--- src/rtl/tt_um_jimktrains_vslc_pkg.sv ---
// Shared definitions for the VSLC scan sequencer: FSM state encodings and the
// layout of the 4-byte program header at the start of the EEPROM.
package tt_um_jimktrains_vslc_pkg;

    typedef enum logic [2:0] {
        ST_HEADER = 3'd0,
        ST_IDLE   = 3'd1,
        ST_LATCH  = 3'd2,
        ST_RUN    = 3'd3,
        ST_ERROR  = 3'd4
    } state_t;

    localparam logic [15:0] HDR_START_HI = 16'd0;
    localparam logic [15:0] HDR_START_LO = 16'd1;
    localparam logic [15:0] HDR_END_HI   = 16'd2;
    localparam logic [15:0] HDR_END_LO   = 16'd3;
    localparam int          HDR_LEN      = 4;

    function automatic logic is_hdr_addr(input logic [15:0] a);
        return a < 16'(HDR_LEN);
    endfunction

endpackage

--- src/rtl/tt_um_jimktrains_vslc_scan_sequencer_if.sv ---
// Reader/executor bus of the scan sequencer. The sequencer takes the master
// modport; the reader and executor side together take the slave modport.
interface tt_um_jimktrains_vslc_scan_sequencer_if;

    logic        rd_valid;
    logic [15:0] rd_addr;
    logic [7:0]  rd_data;
    logic        exec_busy;
    logic        rd_restart;
    logic [15:0] rd_start_addr;
    logic        rd_hold_n;
    logic        instr_valid;
    logic [7:0]  instr_data;
    logic        in_latch;
    logic        scan_done;

    modport master (
        input  rd_valid, rd_addr, rd_data, exec_busy,
        output rd_restart, rd_start_addr, rd_hold_n,
        output instr_valid, instr_data, in_latch, scan_done
    );

    modport slave (
        output rd_valid, rd_addr, rd_data, exec_busy,
        input  rd_restart, rd_start_addr, rd_hold_n,
        input  instr_valid, instr_data, in_latch, scan_done
    );

endinterface

--- src/rtl/tt_um_jimktrains_vslc_scan_trigger.sv ---
// Scan trigger source: synchronised external edge, periodic auto-trigger and
// free-run retrigger on IDLE entry, merged into a single trig pulse.
module tt_um_jimktrains_vslc_scan_trigger #(
    parameter int PERIOD_W = 16
) (
    input  logic                clk,
    input  logic                rst,
    input  logic                trig_ext,
    input  logic                auto_en,
    input  logic [PERIOD_W-1:0] period,
    input  logic                idle_entry,
    output logic                trig
);

    logic [2:0]          sync_q;
    logic [PERIOD_W-1:0] cnt_q;
    logic                ext_edge;
    logic                auto_fire;
    logic                free_fire;

    // sync_q[1:0] is the two-flop synchroniser, sync_q[2] the edge history
    always_ff @(posedge clk) begin
        if (rst) begin
            sync_q <= '0;
        end else begin
            sync_q <= {sync_q[1:0], trig_ext};
        end
    end

    assign ext_edge  = sync_q[1] & ~sync_q[2];
    assign auto_fire = auto_en && (period != '0) && (cnt_q == period - PERIOD_W'(1));
    assign free_fire = auto_en && (period == '0) && idle_entry;

    always_ff @(posedge clk) begin
        if (rst || !auto_en || (period == '0) || auto_fire) begin
            cnt_q <= '0;
        end else begin
            cnt_q <= cnt_q + PERIOD_W'(1);
        end
    end

    assign trig = ext_edge | auto_fire | free_fire;

endmodule

--- src/rtl/tt_um_jimktrains_vslc_scan_sequencer.sv ---
// VSLC scan sequencer: fetches the program header, then per trigger restarts the
// EEPROM reader and forwards start..end bytes. Optional: VSLC_SCAN_WATCHDOG_EN.
module tt_um_jimktrains_vslc_scan_sequencer
    import tt_um_jimktrains_vslc_pkg::*;
#(
    parameter int ADDR_W   = 10,
    parameter int PERIOD_W = 16,
    parameter int WDOG_W   = 12
) (
    input  logic                clk,
    input  logic                rst,
    input  logic                trig_ext,
    input  logic                auto_en,
    input  logic [PERIOD_W-1:0] period,
    tt_um_jimktrains_vslc_scan_sequencer_if.master bus,
    output logic                overrun,
    output logic                cfg_err
);

    state_t              state_q, state_n;
    logic [ADDR_W-1:0]   start_q, end_q;
    logic                restart_q;
    logic                was_idle_q;
    logic                vld_p1, done_p1;
    logic [7:0]          data_p1;
    logic                trig;
    logic                wd_trip;
    logic                hdr_last, hdr_bad, in_range, at_end;
    logic [ADDR_W-1:0]   hdr_end;

    tt_um_jimktrains_vslc_scan_trigger #(.PERIOD_W(PERIOD_W)) u_trig (
        .clk        (clk),
        .rst        (rst),
        .trig_ext   (trig_ext),
        .auto_en    (auto_en),
        .period     (period),
        .idle_entry (state_q == ST_IDLE && !was_idle_q),
        .trig       (trig)
    );

    // The end address is validated against the byte arriving now, before it is registered
    assign hdr_last = bus.rd_valid && (bus.rd_addr == HDR_END_LO);
    assign hdr_end  = {end_q[ADDR_W-1:8], bus.rd_data};
    assign hdr_bad  = (hdr_end == '0) || (hdr_end < start_q);
    assign in_range = bus.rd_valid && (16'(start_q) <= bus.rd_addr) && (bus.rd_addr <= 16'(end_q));
    assign at_end   = bus.rd_valid && (bus.rd_addr == 16'(end_q));

`ifdef VSLC_SCAN_WATCHDOG_EN
    logic [WDOG_W-1:0] wd_q;

    always_ff @(posedge clk) begin
        if (rst || bus.rd_valid || !(state_q == ST_HEADER || state_q == ST_RUN)) begin
            wd_q <= '0;
        end else if (!wd_trip) begin
            wd_q <= wd_q + WDOG_W'(1);
        end
    end

    assign wd_trip = &wd_q;
`else
    assign wd_trip = 1'b0 && (WDOG_W > 0);
`endif

    always_ff @(posedge clk) begin
        if (rst) begin
            state_q <= ST_HEADER;
        end else begin
            state_q <= state_n;
        end
    end

    always_comb begin
        state_n       = state_q;
        bus.rd_hold_n = 1'b0;
        case (state_q)
            ST_HEADER: begin
                bus.rd_hold_n = 1'b1;
                if (wd_trip) begin
                    state_n = ST_ERROR;
                end else if (hdr_last) begin
                    state_n = hdr_bad ? ST_ERROR : ST_IDLE;
                end
            end
            ST_IDLE: begin
                if (trig) begin
                    state_n = ST_LATCH;
                end
            end
            ST_LATCH: begin
                bus.rd_hold_n = 1'b1;
                state_n       = ST_RUN;
            end
            ST_RUN: begin
                bus.rd_hold_n = !bus.exec_busy;
                if (wd_trip) begin
                    state_n = ST_ERROR;
                end else if (at_end) begin
                    state_n = ST_IDLE;
                end
            end
            ST_ERROR: begin
                state_n = ST_ERROR;
            end
            default: begin
                state_n = ST_HEADER;
            end
        endcase
    end

    // Stage p1: registered instruction byte, its valid and the end-of-scan marker
    always_ff @(posedge clk) begin
        if (rst) begin
            start_q    <= '0;
            end_q      <= '0;
            restart_q  <= 1'b1;
            was_idle_q <= 1'b0;
            vld_p1     <= 1'b0;
            done_p1    <= 1'b0;
            data_p1    <= '0;
            overrun    <= 1'b0;
            cfg_err    <= 1'b0;
        end else begin
            restart_q  <= 1'b0;
            was_idle_q <= (state_q == ST_IDLE);
            if (state_q == ST_HEADER && bus.rd_valid && is_hdr_addr(bus.rd_addr)) begin
                if (bus.rd_addr == HDR_START_HI) start_q[ADDR_W-1:8] <= bus.rd_data[ADDR_W-9:0];
                if (bus.rd_addr == HDR_START_LO) start_q[7:0]        <= bus.rd_data;
                if (bus.rd_addr == HDR_END_HI)   end_q[ADDR_W-1:8]   <= bus.rd_data[ADDR_W-9:0];
                if (bus.rd_addr == HDR_END_LO)   end_q[7:0]          <= bus.rd_data;
            end
            vld_p1  <= (state_q == ST_RUN) && in_range;
            done_p1 <= (state_q == ST_RUN) && at_end;
            if (state_q == ST_RUN && in_range) begin
                data_p1 <= bus.rd_data;
            end
            if (trig && (state_q == ST_HEADER || state_q == ST_LATCH || state_q == ST_RUN)) begin
                overrun <= 1'b1;
            end
            if (state_n == ST_ERROR) begin
                cfg_err <= 1'b1;
            end
        end
    end

    assign bus.rd_restart    = restart_q | (state_q == ST_LATCH);
    assign bus.rd_start_addr = (state_q == ST_HEADER) ? 16'h0000 : 16'(start_q);
    assign bus.in_latch      = (state_q == ST_LATCH);
    assign bus.instr_valid   = vld_p1;
    assign bus.instr_data    = data_p1;
    assign bus.scan_done     = done_p1;

endmodule
--- src/flat_wrapper.sv ---
// flat-port wrapper written by rule: the top's interface ports become plain ports
module tt_um_jimktrains_vslc_scan_sequencer_flat import tt_um_jimktrains_vslc_pkg::*;
#(
    parameter int ADDR_W   = 10,
    parameter int PERIOD_W = 16,
    parameter int WDOG_W   = 12
)
  (clk, rst, trig_ext, auto_en, period, overrun, cfg_err, bus_rd_valid, bus_rd_addr, bus_rd_data, bus_exec_busy, bus_rd_restart, bus_rd_start_addr, bus_rd_hold_n, bus_instr_valid, bus_instr_data, bus_in_latch, bus_scan_done);
  tt_um_jimktrains_vslc_scan_sequencer_if bus_i ();
  input  logic clk;
  input  logic rst;
  input  logic trig_ext;
  input  logic auto_en;
  input  logic [PERIOD_W-1:0] period;
  output logic overrun;
  output logic cfg_err;
  input wire logic [$bits(bus_i.rd_valid)-1:0] bus_rd_valid;
  input wire logic [$bits(bus_i.rd_addr)-1:0] bus_rd_addr;
  input wire logic [$bits(bus_i.rd_data)-1:0] bus_rd_data;
  input wire logic [$bits(bus_i.exec_busy)-1:0] bus_exec_busy;
  output wire logic [$bits(bus_i.rd_restart)-1:0] bus_rd_restart;
  output wire logic [$bits(bus_i.rd_start_addr)-1:0] bus_rd_start_addr;
  output wire logic [$bits(bus_i.rd_hold_n)-1:0] bus_rd_hold_n;
  output wire logic [$bits(bus_i.instr_valid)-1:0] bus_instr_valid;
  output wire logic [$bits(bus_i.instr_data)-1:0] bus_instr_data;
  output wire logic [$bits(bus_i.in_latch)-1:0] bus_in_latch;
  output wire logic [$bits(bus_i.scan_done)-1:0] bus_scan_done;
  assign bus_i.rd_valid = bus_rd_valid;
  assign bus_i.rd_addr = bus_rd_addr;
  assign bus_i.rd_data = bus_rd_data;
  assign bus_i.exec_busy = bus_exec_busy;
  assign bus_rd_restart = bus_i.rd_restart;
  assign bus_rd_start_addr = bus_i.rd_start_addr;
  assign bus_rd_hold_n = bus_i.rd_hold_n;
  assign bus_instr_valid = bus_i.instr_valid;
  assign bus_instr_data = bus_i.instr_data;
  assign bus_in_latch = bus_i.in_latch;
  assign bus_scan_done = bus_i.scan_done;
  tt_um_jimktrains_vslc_scan_sequencer #(.ADDR_W(ADDR_W), .PERIOD_W(PERIOD_W), .WDOG_W(WDOG_W)) u_core (.clk(clk), .rst(rst), .trig_ext(trig_ext), .auto_en(auto_en), .period(period), .bus(bus_i), .overrun(overrun), .cfg_err(cfg_err));
endmodule
--- config.mk ---
export PLATFORM = sky130hd
export DESIGN_NAME = tt_um_jimktrains_vslc_scan_sequencer_flat
export DESIGN_NICKNAME = d
export VERILOG_FILES = /design/src/rtl/tt_um_jimktrains_vslc_pkg.sv /design/src/rtl/tt_um_jimktrains_vslc_scan_sequencer_if.sv /design/src/rtl/tt_um_jimktrains_vslc_scan_trigger.sv /design/src/rtl/tt_um_jimktrains_vslc_scan_sequencer.sv /design/src/flat_wrapper.sv
export SDC_FILE = /design/constraint.sdc
export NUM_CORES = 1
export LEC_CHECK = 0
export BUFFER_PORTS_ARGS = -buffer_cell sky130_fd_sc_hd__buf_2
export CELL_PAD_IN_SITES_DETAIL_PLACEMENT = 1
export CELL_PAD_IN_SITES_GLOBAL_PLACEMENT = 1
export CORE_MARGIN = 1.5
export CORE_UTILIZATION = 40
export CTS_CLUSTER_DIAMETER = 60
export DETAILED_ROUTE_END_ITERATION = 8
export MAX_ROUTING_LAYER = met4
export PLACE_DENSITY_LB_ADDON = 0.1
export SYNTH_ARGS = -nofsm -noshare
export SYNTH_HDL_FRONTEND = slang
export SYNTH_SLANG_ARGS = --single-unit
export TNS_END_PERCENT = 50
--- constraint.sdc ---
create_clock -name clk -period 3.3 [get_ports clk]
set_input_delay 0.33 -clock clk [delete_from_list [all_inputs] [get_ports clk]]
set_output_delay 0.33 -clock clk [all_outputs]
set_load 0.01 [all_outputs]
* Word level (Yosys, flattened, before mapping)
Index checks and enable logic that the tools add are counted.
** Cells by class
- Add/sub/neg operators :: 2
- Magnitude comparators :: 4
- Equal/unequal tests :: 10
- Multiplexer cells :: 8
- Bitwise logic cells :: 5
- Reduce and logical (&&, ||, !) cells :: 33
** Operator list (number)
- == test 16 x 2 -> 1 bit (second input constant) :: 2
- zero test 16 bit :: 2
- adder 16 x 1 -> 16 bit (second input constant) :: 1
- == test 16 x 1 -> 1 bit (second input constant) :: 1
- == test 16 x 10 -> 1 bit :: 1
- == test 16 bit :: 1
- <= comparator 10 x 16 -> 1 bit :: 1
- <= comparator 16 x 10 -> 1 bit :: 1
- less-than comparator 16 x 3 -> 1 bit (second input constant) :: 1
- nonzero test 16 bit :: 1
- subtractor 16 x 1 -> 16 bit (second input constant) :: 1
- case mux 3 bit (5 select lines) :: 1
- logical AND 1 bit :: 14
- 2-to-1 mux 3 bit :: 4
- zero test 10 bit :: 1
- less-than comparator 10 bit :: 1
- 2-to-1 mux 10 bit :: 1
- AND reduction 2 bit :: 4
- == test 3 x 2 -> 1 bit (second input constant) :: 2
- == test 3 bit (second input constant) :: 2
- logical OR 1 bit :: 6
- == test 3 x 1 -> 1 bit (second input constant) :: 1
- zero test 1 bit :: 3
- zero test 3 bit :: 1
- other kinds (6) :: 8
** Word-level totals
- Register bits after elaboration :: 56
- Input bits :: 46
- Output and inout bits :: 31

* Logic depth before layout (Yosys ltp)
Gate-level depths: netlist (run 1).
- Depth in word-level cells :: 8
- Gate-level depth with buffers :: 12
- Gate-level depth less buffers :: 10

* Modules after synthesis
From an unflattened synthesis (run 1), not the netlist that was laid out.
** Second synthesis, totals
- Cells, all modules :: 447
- Area total of the unflattened synthesis :: 3768.6 um^2
** Modules (own cells, without submodules)
- tt_um_jimktrains_vslc_scan_sequencer :: times used 1, cells each 279, area each 2393.5 um^2, seq. area each 740.7 um^2
- tt_um_jimktrains_vslc_scan_trigger :: times used 1, cells each 168, area each 1375.1 um^2, seq. area each 380.4 um^2

* Least setup slack after synthesis (run 1)
Ideal clock, no wire load.
- Kind :: input to register
- From :: in period[0]
- To :: reg u_core.u_trig.cnt_q[0]
- Setup time :: 121 ps
- Arrival time :: 2482 ps
- Path slack :: 696 ps
- Stages :: 12
- Cell sequence :: inv_1 -> ha_1 -> nor3b_2 -> nand3_2 -> a2111oi_2 -> nand3b_1 -> or4_1 -> nor4_2 -> or3_1 -> buf_6 -> buf_8 -> nor2_1
** Between the ends
- Cells in the longest elaborated chain, start to end :: 4
- Elaborated cells between the ends (all ways) :: 8
- Classes of those cells :: add/sub: 1; eq/ne: 1; reduce/logical: 6
** RTL lines
- from (decl) :: RTL line flat_wrapper.sv:14 : input logic [PERIOD_W-1:0] period;
- subtractor 16 x 1 -> 16 bit / nonzero test 16 bit (equally long branches) :: RTL line tt_um_jimktrains_vslc_scan_trigger.sv:31 : assign auto_fire = auto_en && (period != '0) && (cnt_q == period - PERIOD_W'(1));
- == test 16 bit / logical AND 1 bit (equally long branches) :: RTL line tt_um_jimktrains_vslc_scan_trigger.sv:31
- logical AND 1 bit :: RTL line tt_um_jimktrains_vslc_scan_trigger.sv:31
- logical OR 1 bit (*) :: RTL line tt_um_jimktrains_vslc_scan_trigger.sv:35 : if (rst || !auto_en || (period == '0) || auto_fire) begin
- to (signal assigned) :: RTL line tt_um_jimktrains_vslc_scan_trigger.sv:38 : cnt_q <= cnt_q + PERIOD_W'(1);
- to (decl) :: RTL line tt_um_jimktrains_vslc_scan_trigger.sv:16 : logic [PERIOD_W-1:0] cnt_q;
Every way passes the cells marked *; elsewhere a longest branch is shown, timed or not.
A chain may end at the register's enable or synchronous reset.

* Worst setup path after layout (run 1)
- From :: in period[0]
- To :: reg u_core.u_trig.cnt_q[11]
Same word-level chain as after synthesis.

==> results of run 1 <==
cells by family (layout without fill, tap and decap cells):
| logic type | count (synthesis) | in the layout |
|---|---|---|
| xor+xnor | 32 | 32 |
| flops | 56 | 56 |
| other cells | 1 | 6 |
| fa+ha+maj | 31 | 31 |
| mux | 29 | 29 |
| compound gates | 49 | 49 |
| simple gates | 181 | 181 |
| buf+inv | 55 | 120 |
layout by cell type, fill, tap and decap left out, types with 2 or more instances in the layout:
cell        n
a21oi_1    12
nor3_1     16
nand2_1    17
nor2b_1     8
nand3_1    18
clkbuf_8    5
ha_1       31
conb_1      6
o21ai_0     8
and3_1      5
o21a_1      5
or3_1       2
or4_1       2
xnor2_1    17
a31oi_1     2
nor4bb_1    2
xor2_1     15
nor4_1      9
buf_2      70
nand4_1     7
nand2b_1    8
inv_1      35
buf_4       7
inv_6       2
a2111oi_0   3
mux2i_1    29
nor2_1     74
a21o_1      7
dfxtp_1    56
and2_1      2
where the power goes:
group / internal [mW] / total, mW / leakage, nW / switching (mW)
registers: 0.680 / 0.683 / 0.452 / 0.00380
logic: 0.0652 / 0.160 / 1.21 / 0.0949
clock network: 0.161 / 0.418 / 0.0511 / 0.256
how the worst min path moves through the flow:
stage	startpoint	end	slack [ps]	depth (start not counted)
after floorplan	rst	u_core.restart_q	360	0
after CTS	trig_ext	u_core.u_trig.sync_q[0]	240	2
after detailed placement	u_core.u_trig.sync_q[0]	u_core.u_trig.sync_q[1]	440	1
after global routing	trig_ext	u_core.u_trig.sync_q[0]	260	2
after global placement	u_core.cfg_err	u_core.cfg_err	430	2
final	trig_ext	u_core.u_trig.sync_q[0]	230	2
through the flow:
stage                     area (um^2)  hold WS, ps  instances   util  setup WS [ps]
final                            4110          229        612  0.474            722
after global placement           4020          435        604  0.463            486
after CTS                        4110          238        612  0.474            723
after detailed placement         4020          436        604  0.463            379
after global routing             4110          257        612  0.474            476
after floorplan                  3590          358        439      -            696
layer usage:
| metal | routed length, um | up-vias | part of all wire | track usage |
|---|---|---|---|---|
| li1 | - | 1621 | - | - |
| met1 | 4810 | 1598 | 0.49 | 0.302 |
| met2 | 4640 | 58 | 0.47 | 0.357 |
| met3 | 248 | 10 | 0.025 | 0.0259 |
| met4 | 112 | 0 | 0.011 | 0.0484 |
| met5 | 0 | - | 0 | - |
registers in the layout, indices dropped and copies added (netlist names):
signal / cells
u_core.u_trig.cnt_q: 16
u_core.end_q: 10
u_core.start_q: 10
u_core.bus.instr_data: 8
u_core.state_q: 3
u_core.u_trig.sync_q: 3
u_core.bus.instr_valid: 1
u_core.bus.scan_done: 1
u_core.cfg_err: 1
u_core.overrun: 1
u_core.restart_q: 1
u_core.was_idle_q: 1
layout make-up:
cell class | instances | area, um^2
Clock buffer | 5 | 68.8
Clock inverter | 3 | 28.8
Fill cell | 1117 | 4560
Inverter | 35 | 131
Multi-Input combinational cell | 328 | 2230
Sequential cell | 56 | 1120
Tap cell | 108 | 135
Timing Repair Buffer | 77 | 403
==> flow_metrics.py, run 1 <==
metrics = {
    "status": {
        "status": "complete, no violations",
    },
    "floorplanning": {
        "initial_core_util": 0.412,
        "die_height_um": 97.6,
        "io-pin-count": 77,
        "core_um2": 8680,
        "die-area_um2": 9520,
        "row_count": 34,
        "dieWidth_um": 97.6,
    },
    "synthesis": {
        "async_reset_ff_frac": 0,
        "synth_top_family_by_area": "simple AND/OR/NAND/NOR gates",
        "synthTopCellsByCount": "nor2_1 (74), dfxtp_1 (56), inv_1 (35), ha_1 (31), mux2i_1 (29)",
        "syn_inst": 434,
        "synth_top_area_frac": 0.314,
        "synth_seq_cells": 56,
        "synth_cell_types": 53,
        "synthTopCellsByArea": "dfxtp_1 (31%), ha_1 (11%), mux2i_1 (8.1%)",
        "synth_edf_count": 0,
        "synth_fa_ha_area_frac": 0.108,
        "synthMuxAreaShare": 0.0812,
        "synth_compound_area_frac": 0.0941,
        "syn_area_um2": 3580,
        "synth_xor_area_frac": 0.0784,
        "synth_simple_gate_area_frac": 0.252,
        "ys_warn_count": 0,
        "ys_seq_area_frac": 0.314,
        "synth_top_flop_cell": "dfxtp_1",
        "synth.most_common_cell": "nor2_1",
        "avgSynthCellArea_um2": 8.24,
        "yosys.area.top_type": "dfxtp_1",
    },
    "timing": {
        "period_share": 0.781,
        "fin_crit_ps": 2580,
        "finalHoldViolCount": 0,
        "rsz0062_at_grt": "false",
        "tightest_slew_ps": 802,
        "worst_clock_skew_ps": 9.08,
        "maxSlewHeadroom": 0.465,
        "tns_ps": 0,
        "report.final.slew_viol_count": 0,
        "clock.fmax_mhz": 388,
        "setup_viol": 0,
    },
    "finish": {
        "antenna_cells": 0,
        "area_delta_synth_final_pct": 15.0,
        "nets": 580,
        "drive_gt1_frac": 0.185,
    },
    "setup_path": {
        "reg2reg_to": "u_core.bus.instr_data[5]",
        "startpoint": "period[0]",
        "critical_path.cell_chain": "buf_2 -> inv_1 -> ha_1 -> nor3b_2 -> nand3_2 -> a2111oi_2 -> nand3b_1 -> or4_1 -> nor4_2 -> or3_1 -> buf_4 -> nor2_1",
        "rr_worst_depth": 11,
        "reg2reg_from": "u_core.end_q[5]",
        "crit_family": "simple AND/OR/NAND/NOR gates",
        "critPathLaunchType": "input port",
        "slowest_stage": "or4_1",
        "crit_required_ps": 3510,
        "cp_num_buf_inv": 3,
        "critical-path-max-stage-delay_ps": 490,
        "crit_arrival_ps": 2790,
        "ff2ff_setup_slack_ps": 740,
        "critPathCapture": "u_core.u_trig.cnt_q[11]",
        "timing_worst_setup_path_type": "in2reg",
        "end_kind": "register",
        "crit_fanout": 16,
        "cp.depth": 12,
    },
    "route": {
        "first_pass_iters": 4,
        "routedWlPerCell_um": 16.0,
        "via_count": 3287,
        "route.antenna.remaining_nets": 0,
        "drc_errors": 0,
        "vias_per_cell": 5.37,
        "drt_wl_total_mm": 9.82,
        "drt_iter0_drc": 171,
    },
    "clock_network": {
        "post-cts-setup-buffer-count": 0,
        "cts.path.max_buffers": 2,
        "path_clk_slew_ps": 120,
        "cts_resized": 0,
        "cts_made_buffers": 5,
        "cts_sinks": 56,
        "hold_buffers": 0,
        "cts_max_level": 2,
        "worstSkewPairLatency_ps": 320,
        "cts_tree": "built",
        "cts-root-buf": "clkbuf_8",
    },
    "flow_run": {
        "maxCapViolCount": 0,
    },
    "grt": {
        "grt_pass1_wl_mm": 16.8,
        "grt_overflow": 0,
        "track_usage": 0.222,
        "grt_max_degree": 43,
        "antenna_found_initial": 0,
        "grt_pass1_vias": 3338,
    },
    "placement": {
        "dp_hpwl_mm": 7.83,
        "gp_congestion": 0.929,
        "portBuffers": 70,
    },
    "power": {
        "p_leak_nw": 1.71,
        "vdd_drop_max_mv": 0.162,
        "finalPower_mw": 1.26,
        "power.density_nw_per_um2": 307,
    },
    "hold_path": {
        "min_path_type": "in2reg",
    },
}
Power figures use the tool's default switching activity.
==> inputs of run 2 (changes only) <==
- ABC_AREA: default -> 1
- CORE_UTILIZATION: 40 -> 39
- clock period: 3.3 -> 2.4 ns (I/O delays scaled with it)
==> run 2 against run 1 <==
  * Clock power is 55% higher
  * Global-route usage down 0.63 points
  * Via count increased by 15%
  * Die area up 9.9%
  * Register-to-register slack worse by 340 ps
  * Wire length is 6.6% higher
  * First-iteration DRC count is 57% lower
==> flow_metrics.py, run 2 <==
metrics = {
    "status": {
        "status": "complete, no violations",
    },
    "setup_path": {
        "critical-path-max-stage-delay_ps": 320,
        "crit_fanout": 17,
        "critical_path.cell_chain": "inv_1 -> ha_1 -> a21o_1 -> a31oi_1 -> nand3_1 -> nand2_1 -> nand2_1 -> nand2_1 -> nand3_2 -> nand2_1 -> nand2_1 -> nor2_1",
        "end_kind": "register",
        "crit_arrival_ps": 2280,
        "crit_family": "simple AND/OR/NAND/NOR gates",
        "slowest_stage": "dfxtp_1",
        "timing_worst_setup_path_type": "reg2reg",
        "critPathLaunchType": "register",
        "path_common_cell": "nand2_1",
        "crit_required_ps": 2680,
        "cp_num_buf_inv": 1,
    },
    "finish": {
        "antenna_cells": 0,
        "design_area_um2": 4410,
        "layout_common_cells": "nand2_1 (123), inv_1 (92), nor2_1 (87)",
        "final-seq-area_um2": 1120,
        "final_core_util": 0.456,
        "area_delta_synth_final_pct": 14.9,
        "multi_input_area_um2": 2290,
        "layout_commonest_cell": "nand2_1",
        "largestRegisters": "u_core.u_trig.cnt_q (16), u_core.end_q (10), u_core.start_q (10)",
        "largest_register": "u_core.u_trig.cnt_q",
        "largest_reg_flops": 16,
        "drive_gt1_frac": 0.179,
        "final.fill_count": 1320,
        "nets": 723,
    },
    "synthesis": {
        "ys_warn_count": 0,
        "async_reset_ff_frac": 0,
        "synth.most_common_cell": "nand2_1",
        "synth_cell_types": 40,
        "synth_seq_cells": 56,
        "ys_seq_area_frac": 0.292,
        "avgSynthCellArea_um2": 6.67,
        "syn_inst": 576,
        "synthTopCellsByArea": "dfxtp_1 (29%), nand2_1 (12%), ha_1 (10%)",
        "synth_top_flop_cell": "dfxtp_1",
        "synth_top_area_frac": 0.292,
        "yosys.area.top_type": "dfxtp_1",
        "synth_edf_count": 0,
        "synthTopCellsByCount": "nand2_1 (123), inv_1 (92), nor2_1 (87), dfxtp_1 (56)",
        "syn_area_um2": 3840,
    },
    "clock_network": {
        "cts_max_level": 2,
        "worstSkewPairLatency_ps": 330,
        "cts_resized": 0,
        "cts_sinks": 56,
        "hold_buffers": 0,
        "cts.path.max_buffers": 2,
        "post-cts-setup-buffer-count": 0,
        "cts-root-buf": "clkbuf_8",
        "cts_made_buffers": 5,
        "path_clk_slew_ps": 110,
        "cts_tree": "built",
    },
    "floorplanning": {
        "io-pin-count": 77,
        "initial_core_util": 0.397,
        "die_height_um": 102,
        "die-area_um2": 10500,
        "core_um2": 9680,
        "dieWidth_um": 102,
        "row_count": 36,
    },
    "timing": {
        "finalHoldViolCount": 0,
        "fin_crit_ps": 2000,
        "maxSlewHeadroom": 0.593,
        "report.final.slew_viol_count": 0,
        "rsz0062_at_grt": "false",
        "tightest_slew_ps": 610,
        "worst_clock_skew_ps": 19.7,
        "setup_viol": 0,
        "clock.fmax_mhz": 500,
        "period_share": 0.834,
        "tns_ps": 0,
    },
    "grt": {
        "grt_pass1_wl_mm": 17.2,
        "grt_overflow": 0,
        "grt_max_degree": 21,
        "track_usage": 0.216,
        "antenna_found_initial": 0,
        "grt_pass1_vias": 3693,
    },
    "power": {
        "p_leak_nw": 2.08,
        "finalPower_mw": 1.83,
        "netSwitchingFraction": 0.268,
        "power.density_nw_per_um2": 414,
        "power_frac_seq": 0.513,
        "p_clk_frac": 0.354,
        "power.internal_mw": 1.34,
        "comb_power_share": 0.133,
        "vdd_drop_max_mv": 0.246,
        "p_switching_mw": 0.489,
    },
    "route": {
        "drc_errors": 0,
        "routedWlPerCell_um": 13.4,
        "vias_per_cell": 4.86,
        "drt_wl_total_mm": 10.5,
        "route.antenna.remaining_nets": 0,
        "drt_iter0_drc": 73,
        "via_count": 3792,
        "first_pass_iters": 4,
    },
    "placement": {
        "gp_congestion": 0.910,
        "portBuffers": 70,
        "placed_cell_area_um2": 4300,
        "dp_hpwl_mm": 8.72,
    },
    "hold_path": {
        "min_path_type": "in2reg",
    },
    "flow_run": {
        "maxCapViolCount": 0,
    },
}
[run 2: path summary, 6_finish.rpt]
path | from | to | slack, ps | cells past startpoint
max reg2reg | u_core.end_q[5] | u_core.bus.instr_data[0] | 400 | 12
min reg2reg | u_core.u_trig.sync_q[0] | u_core.u_trig.sync_q[1] | 420 | 2
max | u_core.end_q[5] | u_core.bus.instr_data[0] | 400 | 12
min | trig_ext | u_core.u_trig.sync_q[0] | 110 | 3
[run 2: final cells by class]
type / instances / area share
sequential: 56 / 0.254
clock buffer: 6 / 0.0164
inverter: 93 / 0.0791
tap: 133 / 0.0377
timing repair buffer: 73 / 0.0845
clock inverter: 2 / 0.00879
multi-input combinational: 417 / 0.519
[run 2: power by group through the flow]
stage	Clock, mW	Combinational [mW]	Sequential [mW]
2_1_floorplan	0	0.148	0.959
3_3_place_gp	0	0.238	0.959
3_5_place_dp	0	0.247	0.959
4_1_cts	0.659	0.249	0.938
5_1_grt	0.692	0.278	0.939
6_report	0.646	0.244	0.937
[run 2: through the flow]
step	hold slack, ps	setup WS, ps	cells
after floorplan	268	733	581
after global placement	389	291	772
after detailed placement	409	255	772
after CTS	108	359	780
final	107	398	780
after global routing	117	184	780
[run 2: cells by family (layout without fill, tap and decap cells)]
family                   count (synthesis)  in the layout  synth area share
other                                    1              6          0.000976
AO/OA/AOI/OAI                           74             74             0.110
XOR/XNOR                                14             14            0.0319
adder cells (fa/ha/maj)                 31             31             0.101
buffers and inverters                  108            174             0.117
AND/OR/NAND/NOR                        292            292             0.348
flip-flops                              56             56             0.292
[run 2: layer usage]
layer / vias up / track usage / part of all wire
met1: 1761 / 0.244 / 0.44
li1: 1952 / - / -
met2: 60 / 0.397 / 0.51
met3: 19 / 0.0267 / 0.026
met5: - / - / 0
met4: 0 / 0.0632 / 0.019
[run 2: worst min-delay path: stages]
cell	delay (ps)
buf_2	100
inv_1	40
nor2_1	30
==> inputs of run 3 (changes only) <==
- clock period: 2.4 -> 2 ns (I/O delays scaled with it)
==> run 3 against run 2 <==
  * Flip-flop and latch count is the same
  * Cell count grew 1.4%
  * Non-clock buffer count grew 11
  * Critical path type unchanged
  * Largest cell class unchanged
  * Largest power group unchanged
  * Highest routed layer unchanged
==> flow_metrics.py, run 3 (same netlist as run 2, synthesis figures left out) <==
metrics = {
    "floorplanning": {
        "dieWidth_um": 102,
        "initial_core_util": 0.397,
        "io-pin-count": 77,
        "core_um2": 9680,
        "row_count": 36,
        "die_height_um": 102,
        "die-area_um2": 10500,
    },
    "timing": {
        "setup_viol": 0,
        "tns_ps": 0,
        "fin_crit_ps": 1830,
        "worst_clock_skew_ps": 13.5,
        "report.final.slew_viol_count": 0,
        "clock.fmax_mhz": 547,
        "tightest_slew_ps": 572,
        "rsz0062_at_grt": "false",
        "layout_setup_ws_ps": 172,
        "period_share": 0.914,
        "finalHoldViolCount": 0,
        "maxSlewHeadroom": 0.619,
    },
    "grt": {
        "track_usage": 0.229,
        "grt_pass1_wl_mm": 18.0,
        "antenna_found_initial": 0,
        "grt_pass1_vias": 3957,
        "grt_overflow": 0,
        "grt_max_degree": 21,
    },
    "clock_network": {
        "cts_resized": 0,
        "cts_sinks": 56,
        "cts_tree": "built",
        "hold_buffers": 0,
        "worstSkewPairLatency_ps": 330,
        "cts.path.max_buffers": 2,
        "post-cts-setup-buffer-count": 0,
        "path_clk_slew_ps": 110,
        "cts-root-buf": "clkbuf_8",
        "cts_max_level": 2,
        "cts_made_buffers": 5,
    },
    "finish": {
        "drive_gt1_frac": 0.202,
        "nets": 734,
        "layout_common_cells": "nand2_1 (123), inv_1 (92), nor2_1 (87)",
        "design_area_um2": 4510,
        "area_delta_synth_final_pct": 17.5,
        "antenna_cells": 0,
        "largest_register": "u_core.u_trig.cnt_q",
        "layout_commonest_cell": "nand2_1",
        "largestRegisters": "u_core.u_trig.cnt_q (16), u_core.end_q (10), u_core.start_q (10)",
        "largest_reg_flops": 16,
    },
    "route": {
        "maxUsedRoutingLayer": "met4",
        "route.antenna.remaining_nets": 0,
        "routedWlPerCell_um": 14.0,
        "drt_wl_total_mm": 11.1,
        "wl_met3_um": 253,
        "first_pass_iters": 4,
        "vias_per_cell": 4.91,
        "drc_errors": 0,
        "met1_length_mm": 4.67,
        "drt_iter0_drc": 68,
        "wl_met2_mm": 5.86,
        "via_count": 3882,
    },
    "power": {
        "power.density_nw_per_um2": 469,
        "p_leak_nw": 2.13,
        "vdd_drop_max_mv": 0.221,
        "finalPower_mw": 2.12,
    },
    "hold_path": {
        "hp-start": "trig_ext",
        "hold_end": "u_core.u_trig.sync_q[0]",
        "hold_depth": 3,
        "min_path_type": "in2reg",
    },
    "setup_path": {
        "rr_worst_depth": 11,
        "reg2reg_to": "u_core.bus.instr_data[6]",
        "end_kind": "register",
        "timing_worst_setup_path_type": "reg2reg",
        "reg2reg_from": "u_core.end_q[9]",
        "crit_arrival_ps": 2100,
        "critPathLaunchType": "register",
        "ff2ff_setup_slack_ps": 170,
        "crit_required_ps": 2270,
        "crit_fanout": 17,
    },
    "placement": {
        "dp_slack_ps": 5.81,
        "dp_hpwl_mm": 9.24,
        "placed_cell_area_um2": 4400,
        "portBuffers": 70,
        "gp_congestion": 0.811,
    },
    "status": {
        "status": "complete, no violations",
    },
    "flow_run": {
        "maxCapViolCount": 0,
    },
}
run 3: area by class of cell:
type                    count  area (um^2)
flip-flops and latches     56         1120
clock inverters             2         13.8
repair buffers             84          468
clock buffers               6         82.6
well taps                 133          166
inverters                  93          349
fillers                  1346         5170
multi-input cells         417         2310
run 3: worst max-delay path: stages (launching register included):
cell and delay [ps]:
dfxtp_1 390, inv_1 90, ha_1 310, nand2_1 90, nor3_2 210, nand3_1 100, nand2_1 110, nand3_2 100
buf_12 160, nand2_1 60, nand2_1 40, nor2_1 110
run 3: how the worst max path moves through the flow:
stage                            from                       end  slack, ps
2_1_floorplan         u_core.end_q[9]  u_core.bus.instr_data[0]        330
4_1_cts        u_core.u_trig.cnt_q[0]   u_core.u_trig.cnt_q[14]        100
5_1_grt               u_core.end_q[1]  u_core.bus.instr_data[1]          1
3_3_place_gp                period[5]    u_core.u_trig.cnt_q[5]         50
3_5_place_dp                period[5]   u_core.u_trig.cnt_q[10]          6
6_report              u_core.end_q[9]  u_core.bus.instr_data[6]        170
run 3: power by group:
| part | switching (mW) | internal, mW |
|---|---|---|
| Clock | 0.395 | 0.284 |
| Combinational | 0.196 | 0.116 |
| Sequential | 0.00394 | 1.12 |
run 3: routing by layer:
metal  GRT usage  vias up
met3      0.0185       17
li1            -     1975
met1       0.240     1826
met4      0.0822        0
met2       0.444       64
met5           -        -
run 3: through the flow:
stage               cells  hold WS (ps)   util
floorplan             581           228      -
global placement      783           390  0.454
detailed placement    783           398  0.454
CTS                   791          65.5  0.464
global route          791          66.6  0.466
finish                791          72.3  0.466
